`src/rtl/wb_arbiter_pkg.sv`:
```
// Shared writeback types for the execution-to-ROB writeback path.
// Holds the request payload, source indexing and round-robin helper.
package wb_arbiter_pkg;

    localparam int unsigned WB_ID_W    = 6;
    localparam int unsigned WB_DATA_W  = 32;
    localparam int unsigned WB_NUM_SRC = 3;

    typedef struct packed {
        logic [WB_ID_W-1:0]   instr_id;
        logic [WB_DATA_W-1:0] result;
        logic                 exception;
    } writeback_request_t;

    typedef enum logic [1:0] {
        WB_SRC_ALU   = 2'd0,
        WB_SRC_MUL   = 2'd1,
        WB_SRC_CACHE = 2'd2
    } wb_src_t;

    // Successor of a source in round-robin order (wraps CACHE -> ALU).
    function automatic wb_src_t wb_src_next(input wb_src_t src);
        case (src)
            WB_SRC_ALU: return WB_SRC_MUL;
            WB_SRC_MUL: return WB_SRC_CACHE;
            default:    return WB_SRC_ALU;
        endcase
    endfunction

endpackage

```
`src/rtl/wb_arbiter_if.sv`:
```
// Writeback bus between the execution pipelines, the arbiter and the ROB.
// master = pipelines/ROB side, slave = wb_arbiter.
interface wb_arbiter_if;
    import wb_arbiter_pkg::*;

    logic               flush_wb;
    logic               alu_req_valid;
    writeback_request_t alu_req_info;
    logic               mul_req_valid;
    writeback_request_t mul_req_info;
    logic               cache_req_valid;
    writeback_request_t cache_req_info;
    logic               stall_decode;
    logic               rob_req_valid;
    writeback_request_t rob_req_info;
    logic               rob_req_ready;
    logic               overflow_err;

    modport master (
        output flush_wb,
        output alu_req_valid, alu_req_info,
        output mul_req_valid, mul_req_info,
        output cache_req_valid, cache_req_info,
        output rob_req_ready,
        input  stall_decode, rob_req_valid, rob_req_info, overflow_err
    );

    modport slave (
        input  flush_wb,
        input  alu_req_valid, alu_req_info,
        input  mul_req_valid, mul_req_info,
        input  cache_req_valid, cache_req_info,
        input  rob_req_ready,
        output stall_decode, rob_req_valid, rob_req_info, overflow_err
    );

endinterface

```
`src/rtl/wb_fifo.sv`:
```
// Per-source writeback buffer with wrap-bit pointers.
// A push into a full buffer is kept only when a pop frees a slot in the same cycle.
module wb_fifo
    import wb_arbiter_pkg::*;
#(
    parameter int unsigned DEPTH = 8
) (
    input  logic                     clock,
    input  logic                     reset,
    input  logic                     flush,
    input  logic                     push,
    input  logic                     pop,
    input  writeback_request_t       din,
    output writeback_request_t       dout,
    output logic                     empty,
    output logic                     full,
    output logic [$clog2(DEPTH):0]   count,
    output logic                     overflow_c
);

    localparam int unsigned AW = $clog2(DEPTH);
    localparam int unsigned PW = AW + 1;

    logic [PW-1:0]      wr_ptr;
    logic [PW-1:0]      rd_ptr;
    writeback_request_t mem [DEPTH];
    logic               wr_en;
    logic               rd_en;

    assign empty = (wr_ptr == rd_ptr);
    assign full  = (wr_ptr[AW-1:0] == rd_ptr[AW-1:0]) && (wr_ptr[AW] != rd_ptr[AW]);
    assign count = wr_ptr - rd_ptr;
    assign dout  = mem[rd_ptr[AW-1:0]];

    // Flush drops everything, including pushes arriving in the flush cycle.
    assign rd_en      = pop && !empty && !flush;
    assign wr_en      = push && !flush && (!full || rd_en);
    assign overflow_c = push && !flush && full && !rd_en;

    always_ff @(posedge clock or posedge reset) begin
        if (reset) begin
            wr_ptr <= '0;
            rd_ptr <= '0;
        end else if (flush) begin
            wr_ptr <= '0;
            rd_ptr <= '0;
        end else begin
            if (wr_en) wr_ptr <= wr_ptr + PW'(1);
            if (rd_en) rd_ptr <= rd_ptr + PW'(1);
        end
    end

    always_ff @(posedge clock) begin
        if (wr_en) mem[wr_ptr[AW-1:0]] <= din;
    end

endmodule

```
`src/rtl/wb_arbiter.sv`:
```
// Merges ALU/MUL/cache writebacks into one registered ROB request per cycle,
// round-robin across per-source buffers, with a registered decode stall.
module wb_arbiter
    import wb_arbiter_pkg::*;
#(
    parameter int unsigned FIFO_DEPTH = 8,
    parameter int unsigned SKID       = 5
) (
    input  logic         clock,
    input  logic         reset,
    wb_arbiter_if.slave  wb
);

    localparam int unsigned CW       = $clog2(FIFO_DEPTH) + 1;
    localparam int unsigned STALL_TH = FIFO_DEPTH - SKID;

    logic [WB_NUM_SRC-1:0] src_valid;
    logic [WB_NUM_SRC-1:0] fifo_pop;
    logic [WB_NUM_SRC-1:0] fifo_empty;
    logic [WB_NUM_SRC-1:0] fifo_full;
    logic [WB_NUM_SRC-1:0] fifo_ovf_c;
    writeback_request_t    src_info  [WB_NUM_SRC];
    writeback_request_t    fifo_dout [WB_NUM_SRC];
    logic [CW-1:0]         fifo_count[WB_NUM_SRC];
    logic [CW-1:0]         cnt_nxt   [WB_NUM_SRC];

    logic               rob_valid_q, rob_valid_nxt;
    writeback_request_t rob_info_q,  rob_info_nxt;
    wb_src_t            rr_ptr_q,    rr_nxt;
    logic               stall_q,     stall_nxt;
    logic               ovf_q,       ovf_nxt;

    logic    out_free;
    logic    grant_vld;
    wb_src_t grant;
    wb_src_t cand;

    assign src_valid   = {wb.cache_req_valid, wb.mul_req_valid, wb.alu_req_valid};
    assign src_info[0] = wb.alu_req_info;
    assign src_info[1] = wb.mul_req_info;
    assign src_info[2] = wb.cache_req_info;

    for (genvar i = 0; i < WB_NUM_SRC; i++) begin : g_fifo
        wb_fifo #(.DEPTH(FIFO_DEPTH)) u_fifo (
            .clock      (clock),
            .reset      (reset),
            .flush      (wb.flush_wb),
            .push       (src_valid[i]),
            .pop        (fifo_pop[i]),
            .din        (src_info[i]),
            .dout       (fifo_dout[i]),
            .empty      (fifo_empty[i]),
            .full       (fifo_full[i]),
            .count      (fifo_count[i]),
            .overflow_c (fifo_ovf_c[i])
        );
    end

    // Round-robin grant: first non-empty buffer starting at rr_ptr.
    always_comb begin
        out_free  = !rob_valid_q || wb.rob_req_ready;
        grant_vld = 1'b0;
        grant     = rr_ptr_q;
        cand      = rr_ptr_q;
        fifo_pop  = '0;
        for (int k = 0; k < WB_NUM_SRC; k++) begin
            if (!grant_vld && !fifo_empty[cand]) begin
                grant_vld = 1'b1;
                grant     = cand;
            end
            cand = wb_src_next(cand);
        end
        if (out_free && grant_vld && !wb.flush_wb) fifo_pop[grant] = 1'b1;
    end

    // Next-state for output register, pointer, stall and sticky error.
    always_comb begin
        rob_valid_nxt = rob_valid_q;
        rob_info_nxt  = rob_info_q;
        rr_nxt        = rr_ptr_q;
        stall_nxt     = 1'b0;
        ovf_nxt       = ovf_q || (|fifo_ovf_c);
        for (int i = 0; i < WB_NUM_SRC; i++) begin
            cnt_nxt[i] = fifo_count[i]
                       + CW'(src_valid[i] && (!fifo_full[i] || fifo_pop[i]))
                       - CW'(fifo_pop[i]);
            if (cnt_nxt[i] > CW'(STALL_TH)) stall_nxt = 1'b1;
        end
        if (wb.flush_wb) begin
            rob_valid_nxt = 1'b0;
            rr_nxt        = WB_SRC_ALU;
            stall_nxt     = 1'b0;
        end else if (out_free) begin
            rob_valid_nxt = grant_vld;
            if (grant_vld) begin
                rob_info_nxt = fifo_dout[grant];
                rr_nxt       = wb_src_next(grant);
            end
        end
    end

    always_ff @(posedge clock or posedge reset) begin
        if (reset) begin
            rob_valid_q <= 1'b0;
            rob_info_q  <= '0;
            rr_ptr_q    <= WB_SRC_ALU;
            stall_q     <= 1'b0;
            ovf_q       <= 1'b0;
        end else begin
            rob_valid_q <= rob_valid_nxt;
            rob_info_q  <= rob_info_nxt;
            rr_ptr_q    <= rr_nxt;
            stall_q     <= stall_nxt;
            ovf_q       <= ovf_nxt;
        end
    end

    assign wb.rob_req_valid = rob_valid_q;
    assign wb.rob_req_info  = rob_info_q;
    assign wb.stall_decode  = stall_q;
    assign wb.overflow_err  = ovf_q;

endmodule

```
`src/flat_wrapper.sv`:
```
// flat-port wrapper written by rule: the top's interface ports become plain ports
module wb_arbiter_flat import wb_arbiter_pkg::*;
#(
    parameter int unsigned FIFO_DEPTH = 8,
    parameter int unsigned SKID       = 5
)
  (clock, reset, wb_flush_wb, wb_alu_req_valid, wb_alu_req_info, wb_mul_req_valid, wb_mul_req_info, wb_cache_req_valid, wb_cache_req_info, wb_rob_req_ready, wb_stall_decode, wb_rob_req_valid, wb_rob_req_info, wb_overflow_err);
  wb_arbiter_if wb_i ();
  input  logic clock;
  input  logic reset;
  input wire logic [$bits(wb_i.flush_wb)-1:0] wb_flush_wb;
  input wire logic [$bits(wb_i.alu_req_valid)-1:0] wb_alu_req_valid;
  input wire logic [$bits(wb_i.alu_req_info)-1:0] wb_alu_req_info;
  input wire logic [$bits(wb_i.mul_req_valid)-1:0] wb_mul_req_valid;
  input wire logic [$bits(wb_i.mul_req_info)-1:0] wb_mul_req_info;
  input wire logic [$bits(wb_i.cache_req_valid)-1:0] wb_cache_req_valid;
  input wire logic [$bits(wb_i.cache_req_info)-1:0] wb_cache_req_info;
  input wire logic [$bits(wb_i.rob_req_ready)-1:0] wb_rob_req_ready;
  output wire logic [$bits(wb_i.stall_decode)-1:0] wb_stall_decode;
  output wire logic [$bits(wb_i.rob_req_valid)-1:0] wb_rob_req_valid;
  output wire logic [$bits(wb_i.rob_req_info)-1:0] wb_rob_req_info;
  output wire logic [$bits(wb_i.overflow_err)-1:0] wb_overflow_err;
  assign wb_i.flush_wb = wb_flush_wb;
  assign wb_i.alu_req_valid = wb_alu_req_valid;
  assign wb_i.alu_req_info = wb_alu_req_info;
  assign wb_i.mul_req_valid = wb_mul_req_valid;
  assign wb_i.mul_req_info = wb_mul_req_info;
  assign wb_i.cache_req_valid = wb_cache_req_valid;
  assign wb_i.cache_req_info = wb_cache_req_info;
  assign wb_i.rob_req_ready = wb_rob_req_ready;
  assign wb_stall_decode = wb_i.stall_decode;
  assign wb_rob_req_valid = wb_i.rob_req_valid;
  assign wb_rob_req_info = wb_i.rob_req_info;
  assign wb_overflow_err = wb_i.overflow_err;
  wb_arbiter #(.FIFO_DEPTH(FIFO_DEPTH), .SKID(SKID)) u_core (.clock(clock), .reset(reset), .wb(wb_i));
endmodule
```
`config.mk`:
```
export PLATFORM = sky130hd
export DESIGN_NAME = wb_arbiter_flat
export DESIGN_NICKNAME = d
export VERILOG_FILES = /design/src/rtl/wb_arbiter_pkg.sv /design/src/rtl/wb_arbiter_if.sv /design/src/rtl/wb_fifo.sv /design/src/rtl/wb_arbiter.sv /design/src/flat_wrapper.sv
export SDC_FILE = /design/constraint.sdc
export NUM_CORES = 1
export LEC_CHECK = 0
export ABC_AREA = 1
export CAP_MARGIN = 20
export CORE_UTILIZATION = 40
export DETAILED_ROUTE_END_ITERATION = 8
export PLACE_DENSITY = 0.62
export REMOVE_ABC_BUFFERS = 1
export SLEW_MARGIN = 20
export SYNTH_ARGS = -nofsm -noshare
export SYNTH_HDL_FRONTEND = slang
export SYNTH_SLANG_ARGS = --single-unit
```
`constraint.sdc`:
```
create_clock -name clock -period 5.2 [get_ports clock]
set_input_delay 1.04 -clock clock [delete_from_list [all_inputs] [get_ports clock]]
set_output_delay 1.04 -clock clock [all_outputs]
set_load 0.02 [all_outputs]
```
; ---- After elaboration in Yosys (flattened, before gate mapping)
; Memory sizes are Yosys's and may differ from the RTL's.
; Cells that the tools add are included.
[word_totals]
n_memories = 3
out_inout_bits = 42
ramBits = 936
elab_cells = 166
ff_bits = 68
[memory_table]
columns = name, depth, width, read_ports, rd_clocked_by_memory_dff, wr, line
row1 = u_core.g_fifo[0].u_fifo.mem, 8, 39, 1, 0, 1, wb_fifo.sv:26  ; writeback_request_t mem [DEPTH];
row2 = u_core.g_fifo[1].u_fifo.mem, 8, 39, 1, 0, 1, wb_fifo.sv:26
row3 = u_core.g_fifo[2].u_fifo.mem, 8, 39, 1, 0, 1, wb_fifo.sv:26
[classes]
addsub = 15
n_eq_ne = 12
reduce_logical = 65
n_mux = 47
order_cmp = 9
bitwise = 2
[op_table]
columns = op, count
row1 = binary-select mux 39 bit (select 2 bit), 1
row2 = 2-to-1 mux 39 bit, 2
row3 = 2-to-1 mux 4 bit, 12
row4 = logical AND 1 bit, 29
row5 = "adder 4 x 1 -> 4 bit, second input constant", 6
row6 = 2-to-1 mux 1 bit, 19
row7 = nonzero test 2 bit, 8
row8 = logical NOT 1 bit, 14
row9 = adder 4 x 1 -> 4 bit, 3
row10 = == test 4 bit, 3
row11 = "> comparator 4 x 2 -> 1 bit, second input constant", 3
row12 = "less-than comparator 2 x 3 -> 1 bit, second input constant", 4
row13 = one-hot mux 2 bit (2 select lines), 3
row14 = subtractor 4 x 1 -> 4 bit, 3
row15 = subtractor 4 bit, 3
row16 = 2-to-1 mux 2 bit, 5
row17 = == test 3 bit, 3
row18 = logical OR 1 bit, 8
row19 = binary-select mux 1 bit (select 2 bit), 3
row20 = "== test 2 x 1 -> 1 bit, second input constant", 3
row21 = logical NOT 2 bit, 3
row22 = "greater-or-equal comparator 3 bit, second input constant", 1
row23 = 2-to-1 mux 3 bit, 1
row24 = != test 1 bit, 3
row25 = other kinds (7), 7

; ---- Depth between registers and ports, before layout
; Gate-level depths: netlist (run 1).
[logic_depth]
depth_word = 24
depth_mapped = 23

; ---- Cells and area by module
; A second synthesis (run 1) with hierarchy kept.
[unflattened]
cells_unflattened = 3436
hier_area_um2 = 41582.4
[by_module_without_submodules]
columns = module, n_inst, seq_area_each_um2, area_each_um2, cells_per_inst
row1 = wb_fifo (u_core.g_fifo[0].u_fifo ...), 2, 9569.2, 12734.7, 975
row2 = wb_fifo (u_core.g_fifo[2].u_fifo), 1, 9569.2, 12801.0, 975
row3 = wb_arbiter, 1, 1101.1, 3311.9, 511

; ---- Worst setup path before layout (run 1)
; No wires, ideal clock.
[synth_timing]
path_kind = reg-to-reg
start = register u_core.g_fifo[2].u_fifo.wr_ptr[2]
end = memory u_core.g_fifo[0].u_fifo.mem[5][0] (netlist bit), enable pin
stages_incl_launch_ff = 15
synth_period_minus_slack_ps = 5246
t_required_ps = 4716
slack_ps = -46
path_buffers = 0
arrival_ps = 4762
path_cell_list = dfrtp_1 -> inv_1 -> ha_1 -> inv_1 -> nor2_1 -> nand2_1 -> nand2_1 -> nand3_2 -> nor3_2 -> nand3_1 -> nand2_1 -> nand3_2 -> nand2_2 -> nand2_2 -> nor3_1
[synth_via]
elab_chain_len = 20
word_cells_on_any_way = 31
cone_classes = order compare: 2 / eq/ne: 1 / mux: 16 / reduce/logical: 12
[synth_lines]
columns = element, line
row1 = "start, declared", wb_fifo.sv:24  ; logic [PW-1:0] wr_ptr;
row2 = "start signal, assigned", wb_fifo.sv:48  ; if (wr_en) wr_ptr <= wr_ptr + PW'(1);
row3 = == test 4 bit *, wb_fifo.sv:30  ; assign empty = (wr_ptr == rd_ptr);
row4 = binary-select mux 1 bit (select 2 bit), wb_arbiter.sv:67  ; if (!grant_vld && !fifo_empty[cand]) begin
row5 = 2-to-1 mux 1 bit (implied by the code), wb_arbiter.sv:67
row6 = logical NOT 1 bit, wb_arbiter.sv:67
row7 = logical AND 1 bit, wb_arbiter.sv:67
row8 = 2-to-1 mux 1 bit, wb_arbiter.sv:67
row9 = logical NOT 1 bit, wb_arbiter.sv:67
row10 = logical AND 1 bit, wb_arbiter.sv:67
row11 = (+3 left out), -
row12 = 2-to-1 mux 1 bit (implied by the code), wb_arbiter.sv:73  ; if (out_free && grant_vld && !wb.flush_wb) fifo_pop[grant] = 1'b1;
row13 = demux 1 bit (select 2 bit), -
row14 = 2-to-1 mux 3 bit *, wb_arbiter.sv:73
row15 = logical AND 1 bit * (2 in series), wb_fifo.sv:36  ; assign rd_en = pop && !empty && !flush;
row16 = logical OR 1 bit *, wb_fifo.sv:37  ; assign wr_en = push && !flush && (!full || rd_en);
row17 = logical AND 1 bit *, wb_fifo.sv:37
row18 = 2-to-1 mux 1 bit *, wb_fifo.sv:54  ; if (wr_en) mem[wr_ptr[AW-1:0]] <= din;
row19 = 2-to-1 mux 1 bit (implied by the code) *, wb_fifo.sv:54
row20 = "end, declared", wb_fifo.sv:26
; Every way passes the cells marked *; elsewhere a longest branch is shown, timed or not. The select of a mux whose other input is x is not followed.

; ---- Worst setup path in the final report (run 1)
[layout_timing]
start = register u_core.g_fifo[1].u_fifo.wr_ptr[2]
end = register u_core.stall_q (netlist: u_core.wb.stall_decode)
[layout_via]
elab_chain_len = 23
word_cells_on_any_way = 48
cone_classes = add/sub: 7 / order compare: 5 / eq/ne: 2 / mux: 18 / reduce/logical: 16
[layout_lines]
columns = element, line
row1 = "start, declared", wb_fifo.sv:24
row2 = "start signal, assigned", wb_fifo.sv:48
row3 = == test 4 bit, wb_fifo.sv:30
row4 = binary-select mux 1 bit (select 2 bit), wb_arbiter.sv:67
row5 = 2-to-1 mux 1 bit (implied by the code), wb_arbiter.sv:67
row6 = logical NOT 1 bit, wb_arbiter.sv:67
row7 = logical AND 1 bit, wb_arbiter.sv:67
row8 = 2-to-1 mux 1 bit, wb_arbiter.sv:67
row9 = logical NOT 1 bit, wb_arbiter.sv:67
row10 = logical AND 1 bit, wb_arbiter.sv:67
row11 = (+7 left out), -
row12 = logical AND 1 bit, wb_arbiter.sv:85  ; + CW'(src_valid[i] && (!fifo_full[i] || fifo_pop[i]))
row13 = adder 4 x 1 -> 4 bit, wb_arbiter.sv:85
row14 = subtractor 4 x 1 -> 4 bit, wb_arbiter.sv:86  ; - CW'(fifo_pop[i]);
row15 = > comparator 4 x 2 -> 1 bit, wb_arbiter.sv:87  ; if (cnt_nxt[i] > CW'(STALL_TH)) stall_nxt = 1'b1;
row16 = 2-to-1 mux 1 bit (2 in series), wb_arbiter.sv:87
row17 = 2-to-1 mux 1 bit *, wb_arbiter.sv:87
row18 = 2-to-1 mux 1 bit *, wb_arbiter.sv:89  ; if (wb.flush_wb) begin
row19 = via u_core.stall_nxt, wb_arbiter.sv:30  ; logic stall_q, stall_nxt;
row20 = "end signal, assigned", wb_arbiter.sv:113  ; stall_q <= stall_nxt;
row21 = "end, declared", wb_arbiter.sv:30
; The timed path passes the listed nets; every way through them passes the cells marked *. The select of a mux whose other input is x is not followed.
; A chain may end at the register's enable or synchronous reset.

==> results.toml, run 1 <==
[status]
outcome = "finished clean"

[logic_synthesis]
synth.avg_cell_area_um2 = 12.4
synth_area_leaders = "edfxtp_1 (70%), o21ai_0 (5.8%), nor2_1 (4.8%)"
yosysSeqAreaShare_pct = 73.8
synth_top_area_share_pct = 69.6
synthFlopType = "edfxtp_1"
synthCells = 3248
ys_warn_count = 0
async_flop_share_pct = 6.77
synth_edf_count = 936
synth-seq-cells = 1004
synthesis.area_um2 = 40400
synth_cell_types = 37
synth_top_cell_by_area = "edfxtp_1"

[timing]
min_period_ns = 4.32
setup_ws_ns = 0.878
finalClockSkew_ns = 0.0513
period_share_pct = 83.1
max_slew_margin_pct = 28.8
slew_violations = 0
holdWs_ns = 0.566
worst_slew_pin_slew_ns = 1.07
setup_violations = 0
hold_viol = 0
rsz0062_at_grt = "false"
fmax_ghz = 0.231

[finish]
post-route-util_pct = 47.0
seq_area_um2 = 29800
multiInputGateArea_um2 = 9650
drive_gt1_share_pct = 9.06
fin_cells = 4771
fillCellCount = 8818
layout_commonest_cell = "edfxtp_1"
design_area_um2 = 47100
area_growth_syn_to_layout_pct = 16.5
layout_common_cells = "edfxtp_1 (936), nor2_1 (505), o21ai_0 (469)"
fin_nets = 3520

[worst_hold_path]
hold_path_depth = 2
min_from = "u_core.g_fifo[0].u_fifo.rd_ptr[3]"
hold_path_end = "u_core.g_fifo[0].u_fifo.rd_ptr[3]"
hold_path.class = "reg -> reg"

[clock_network]
clock_path_buffers = 3
cts_tree = "built"
cts_buffers = 102
clk_pin_slew_ns = 0.06
cts_setup_buffers = 0
cts_hold_buf = 0
clock_sinks = 1004
cts_root_buffer = "clkbuf_16"
htree_num_levels = 3
cts_repair_resize_count = 0
clock_latency_ns = 0.70

[setup_path]
r2r_slack_ns = 0.88
regToRegEndpoint = "u_core.wb.stall_decode"
start_kind = "flip-flop"
worstReg2RegStart = "u_core.g_fifo[1].u_fifo.wr_ptr[2]"
arrival_ns = 4.85
critical_path_class = "reg -> reg"
reg2reg_depth = 19
crit_path_end_kind = "flip-flop"
worst-endpoint-required_ns = 5.73
path_max_fanout = 12

[die]
die-area_um2 = 102000
die_y_um = 320
row_count = 116
initial_core_util_pct = 40.3
io_pins = 166
core_um2 = 100000
die_x_um = 320

[job]
maxCapViolations = 0

[drt]
ant_nets = 0
viasPerCell = 5.40
dr_total_vias = 25800
wirelength_mm = 104
drcViolationCount = 0
drt_iter0_drc = 2358
drtPass1Iterations = 8
wire_per_inst_um = 21.9

[power]
power.internal_uw = 15400
p_per_area_nw_per_um2 = 498
ir_drop_v = 0.000332
combPwrFrac_pct = 28.2
p_leak_uw = 0.0165
p_seq_share_pct = 40.2
pwr-share-clk_pct = 31.6
swShare_pct = 34.3
power.switching_uw = 8040

[placement]
portBuffers = 165
dp_hpwl_mm = 59.6
placed_cells = 4572
dpl_cell_area_um2 = 43600
place_congestion = 0.844
post-place-ws_ns = 0.697

[global_routing]
grt_max_degree = 161
grtUsageTotal_pct = 20.2
grt_first_pass_wirelength_mm = 156
grt_pass1_vias = 24800
grt_overflow_total = 0
antenna_found_initial = 16
==> flip-flops by register name, indices dropped and copies added (netlist names) <==
| signal | cells |
|---|---|
| u_core.g_fifo.u_fifo.mem | 936 |
| u_core.g_fifo.u_fifo.rd_ptr | 12 |
| u_core.g_fifo.u_fifo.wr_ptr | 12 |
| u_core.rr_ptr_q | 2 |
| u_core.wb.overflow_err | 1 |
| u_core.wb.rob_req_info | 39 |
| u_core.wb.rob_req_valid | 1 |
| u_core.wb.stall_decode | 1 |
==> worst max-delay path, cell delays in order, from the launching register on <==
cell,delay [ns]
dfrtp_1,0.45
inv_1,0.11
ha_1,0.35
inv_1,0.10
nor2_1,0.05
nand2_1,0.11
nand2_1,0.09
nand3_2,0.14
inv_1,0.08
nand3b_1,0.09
nand2_1,0.11
nor2_4,0.32
nand3_2,0.21
fa_1,0.43
fa_1,0.49
nand4_1,0.12
fa_1,0.46
xor2_1,0.19
xor2_1,0.17
a41oi_1,0.12
==> synth_stat cells, types with 3 or more instances <==
cell	n
buf_1	16
xor2_1	14
ha_1	9
clkbuf_1	169
or2_2	37
o21ai_1	35
buf_4	4
nand3_1	80
nand3_2	6
nor3_1	13
a21oi_1	74
inv_1	72
a32o_1	68
nand2_1	468
nor2_1	521
edfxtp_1	936
dfrtp_1	68
nand3b_1	4
buf_2	7
nand4_1	3
o22ai_1	117
clkinv_1	3
and3_1	3
inv_2	11
o221ai_1	10
o21ai_0	469
fa_1	9
nand2_2	9
==> power groups by stage <==
stage	registers, uW	logic, uW	clock network, uW
global placement	9590	6540	0
floorplan	9890	3280	0
global route	9450	7210	7860
CTS	9430	6670	7530
finish	9430	6610	7400
detailed placement	9590	6630	0
==> per-layer routing <==
metal,GRT usage [%],wire length (um),vias to the layer above
li1,-,-,12000
met1,27.4,45500,12800
met2,32.7,50400,771
met3,3.06,5370,176
met4,7.61,2970,12
met5,0,66,-
==> per-stage QoR <==
stage / power (uW) / TNS, ns
after floorplan: 13200 / -2983.05
after global placement: 16100 / 0
after detailed placement: 16200 / 0
after CTS: 23600 / 0
after global routing: 24500 / 0
final: 23400 / 0
==> worst max-delay path by stage <==
stage | start | end | cells past startpoint
after detailed placement | wb_rob_req_ready | u_core.wb.stall_decode | 13
after global routing | u_core.g_fifo[2].u_fifo.wr_ptr[2] | u_core.wb.stall_decode | 18
final | u_core.g_fifo[1].u_fifo.wr_ptr[2] | u_core.wb.stall_decode | 19
after CTS | u_core.g_fifo[0].u_fifo.wr_ptr[2] | u_core.wb.stall_decode | 19
after global placement | wb_rob_req_ready | u_core.wb.stall_decode | 13
after floorplan | u_core.g_fifo[1].u_fifo.rd_ptr[0] | u_core.g_fifo[0].u_fifo.mem[5][0] | 14
==> logic make-up after synthesis <==
| family | count (synthesis) | share of synthesized area [%] |
|---|---|---|
| AND/OR/NAND/NOR | 1148 | 11.5 |
| flip-flops | 1004 | 73.8 |
| AO/OA/AOI/OAI | 777 | 10.9 |
| buffers and inverters | 285 | 2.75 |
| adder cells (fa/ha/maj) | 18 | 0.725 |
| XOR/XNOR | 16 | 0.347 |
==> final cells by class <==
cell class | count | share of cell area, %
Sequential cell | 1004 | 63.4
Tap cell | 1298 | 3.45
Multi-Input combinational cell | 1959 | 20.5
Clock buffer | 144 | 6.10
Inverter | 87 | 0.720
Clock inverter | 47 | 1.20
Timing Repair Buffer | 224 | 4.64
Antenna cell | 8 | 0.0425
(Power assumes the default switching activity.)
==> run 2: changes to the inputs <==
PLACE_DENSITY = 0.59   (was 0.62)
clock period = 4.37 ns   (was 5.2 ns; I/O delays follow)
==> run 2 against run 1 <==
Compared with the run above:
- first-iteration DRC count fell by 11%
- critical path depth fell by 1
- clock power rose by 18%
- combinational power grew 21%
- sequential cell count unchanged
- design area rose by 0.41%
- clock skew decreased by 0.026 ns
- die area is the same
- wire length is 0.85% lower
- maximum frequency increased by 5.9%
- register-to-register slack got worse by 0.59 ns
- largest cell class unchanged
- largest power group unchanged
- highest routed layer unchanged
==> results.toml, run 2 (synthesis results as in run 1) <==
[timing]
hold_viol = 0
fmax_ghz = 0.245
slew_violations = 0
holdWs_ns = 0.575
finalClockSkew_ns = 0.0255
setup_violations = 0
max_slew_margin_pct = 34.0
final.setup.tns_ns = 0
rsz0062_at_grt = "false"
min_period_ns = 4.08
worst_slew_pin_slew_ns = 0.989
setup_ws_ns = 0.288
period_share_pct = 93.4

[clock_network]
cts_hold_buf = 0
cts_root_buffer = "clkbuf_16"
cts_tree = "built"
cts_repair_resize_count = 0
cts_setup_buffers = 0
htree_num_levels = 3
cts_buffers = 99
clock_path_buffers = 3
clk_pin_slew_ns = 0.07
clock_latency_ns = 0.67
clock_sinks = 1004

[power]
p_per_area_nw_per_um2 = 591
p_leak_uw = 0.0166
finalPower_uw = 27900
ir_drop_v = 0.000546

[setup_path]
crit_path_end_kind = "flip-flop"
path_max_fanout = 6
start_kind = "flip-flop"
critical_path_class = "reg -> reg"
cp-endpoint = "u_core.wb.stall_decode"
arrival_ns = 4.66
worstReg2RegStart = "u_core.g_fifo[0].u_fifo.wr_ptr[2]"
r2r_slack_ns = 0.29
worst-endpoint-required_ns = 4.95
cp-startpoint = "u_core.g_fifo[0].u_fifo.wr_ptr[2]"
reg2reg_depth = 18
regToRegEndpoint = "u_core.wb.stall_decode"

[finish]
layout_common_cells = "edfxtp_1 (936), nor2_1 (505), o21ai_0 (467)"
largest_reg_flops = 936
area_growth_syn_to_layout_pct = 17.0
drive_gt1_share_pct = 9.29
layout_commonest_cell = "edfxtp_1"
fillCellCount = 8861
post-route-util_pct = 47.2
fin_nets = 3535

[die]
row_count = 116
die_y_um = 320
initial_core_util_pct = 40.3
die_x_um = 320
die-area_um2 = 102000
core_um2 = 100000
io_pins = 166

[drt]
drt_iter0_drc = 2110
ant_nets = 0
drtPass1Iterations = 5
wirelength_mm = 103
dr_total_vias = 25500
wire_per_inst_um = 21.6
drcViolationCount = 0
viasPerCell = 5.33

[global_routing]
grt_pass1_vias = 24400
grt_first_pass_wirelength_mm = 155
grt_max_degree = 161
antenna_found_initial = 11
grtUsageTotal_pct = 20.1
grt_overflow_total = 0

[placement]
post-place-ws_ns = 0.180
dp_hpwl_mm = 60.7
place_congestion = 0.835
portBuffers = 165

[status]
outcome = "finished clean"

[job]
maxCapViolations = 0

[worst_hold_path]
hold_path.class = "reg -> reg"
[run 2: per-stage QoR]
| step | cell area, um^2 | cells |
|---|---|---|
| final | 47300 | 4779 |
| after CTS | 47200 | 4776 |
| after global placement | 43900 | 4590 |
| after global routing | 47300 | 4776 |
| after detailed placement | 43900 | 4590 |
| after floorplan | 39600 | 3050 |
[run 2: worst min-delay path by stage]
stage	end	slack, ns	cells past startpoint	startpoint
2_1_floorplan	u_core.g_fifo[0].u_fifo.rd_ptr[3]	0.52	2	u_core.g_fifo[0].u_fifo.rd_ptr[3]
3_3_place_gp	u_core.g_fifo[0].u_fifo.rd_ptr[3]	0.54	2	u_core.g_fifo[0].u_fifo.rd_ptr[3]
3_5_place_dp	u_core.g_fifo[2].u_fifo.rd_ptr[3]	0.56	2	u_core.g_fifo[2].u_fifo.rd_ptr[3]
4_1_cts	u_core.g_fifo[2].u_fifo.rd_ptr[3]	0.58	2	u_core.g_fifo[2].u_fifo.rd_ptr[3]
5_1_grt	u_core.wb.rob_req_info[20]	0.61	3	u_core.wb.rob_req_info[20]
6_report	u_core.g_fifo[0].u_fifo.rd_ptr[3]	0.58	2	u_core.g_fifo[0].u_fifo.rd_ptr[3]
[run 2: report_power, final]
group	internal (uW)	switching [uW]
combinational	2330	5670
sequential	10900	240
clock	5180	3570
total	18400	9470
[run 2: metal layers]
metal  track usage (%)  wire length [um]  share of wire, %
met1              27.8             45200                44
met2              32.3             49300                48
met3              3.12              6080               5.9
met4              6.76              2720               2.6
met5                 0               116              0.11
[run 2: final cells by class]
| class | instances | area [um^2] | area share (%) |
|---|---|---|---|
| diodes | 3 | 7.51 | 0.0159 |
| inverters | 87 | 339 | 0.717 |
| well taps | 1298 | 1620 | 3.44 |
| clock buffers | 134 | 2710 | 5.74 |
| repair buffers | 242 | 2460 | 5.20 |
| multi-input cells | 1959 | 9680 | 20.5 |
| clock inverters | 52 | 626 | 1.32 |
| flip-flops and latches | 1004 | 29800 | 63.1 |
[run 2: worst max-delay path, cell delays in order (launching register included)]
cell      delay (ns)
dfrtp_2         0.41
inv_1           0.08
ha_1            0.33
inv_1           0.10
nor2_1          0.05
nand2_1         0.13
nand2_1         0.08
nand3_2         0.15
inv_1           0.09
nand3b_1        0.10
nand2_1         0.12
nor2_4          0.22
nand3_2         0.18
fa_1            0.41
fa_1            0.49
nand4_1         0.15
fa_1            0.51
and3_1          0.19
a41oi_1         0.19
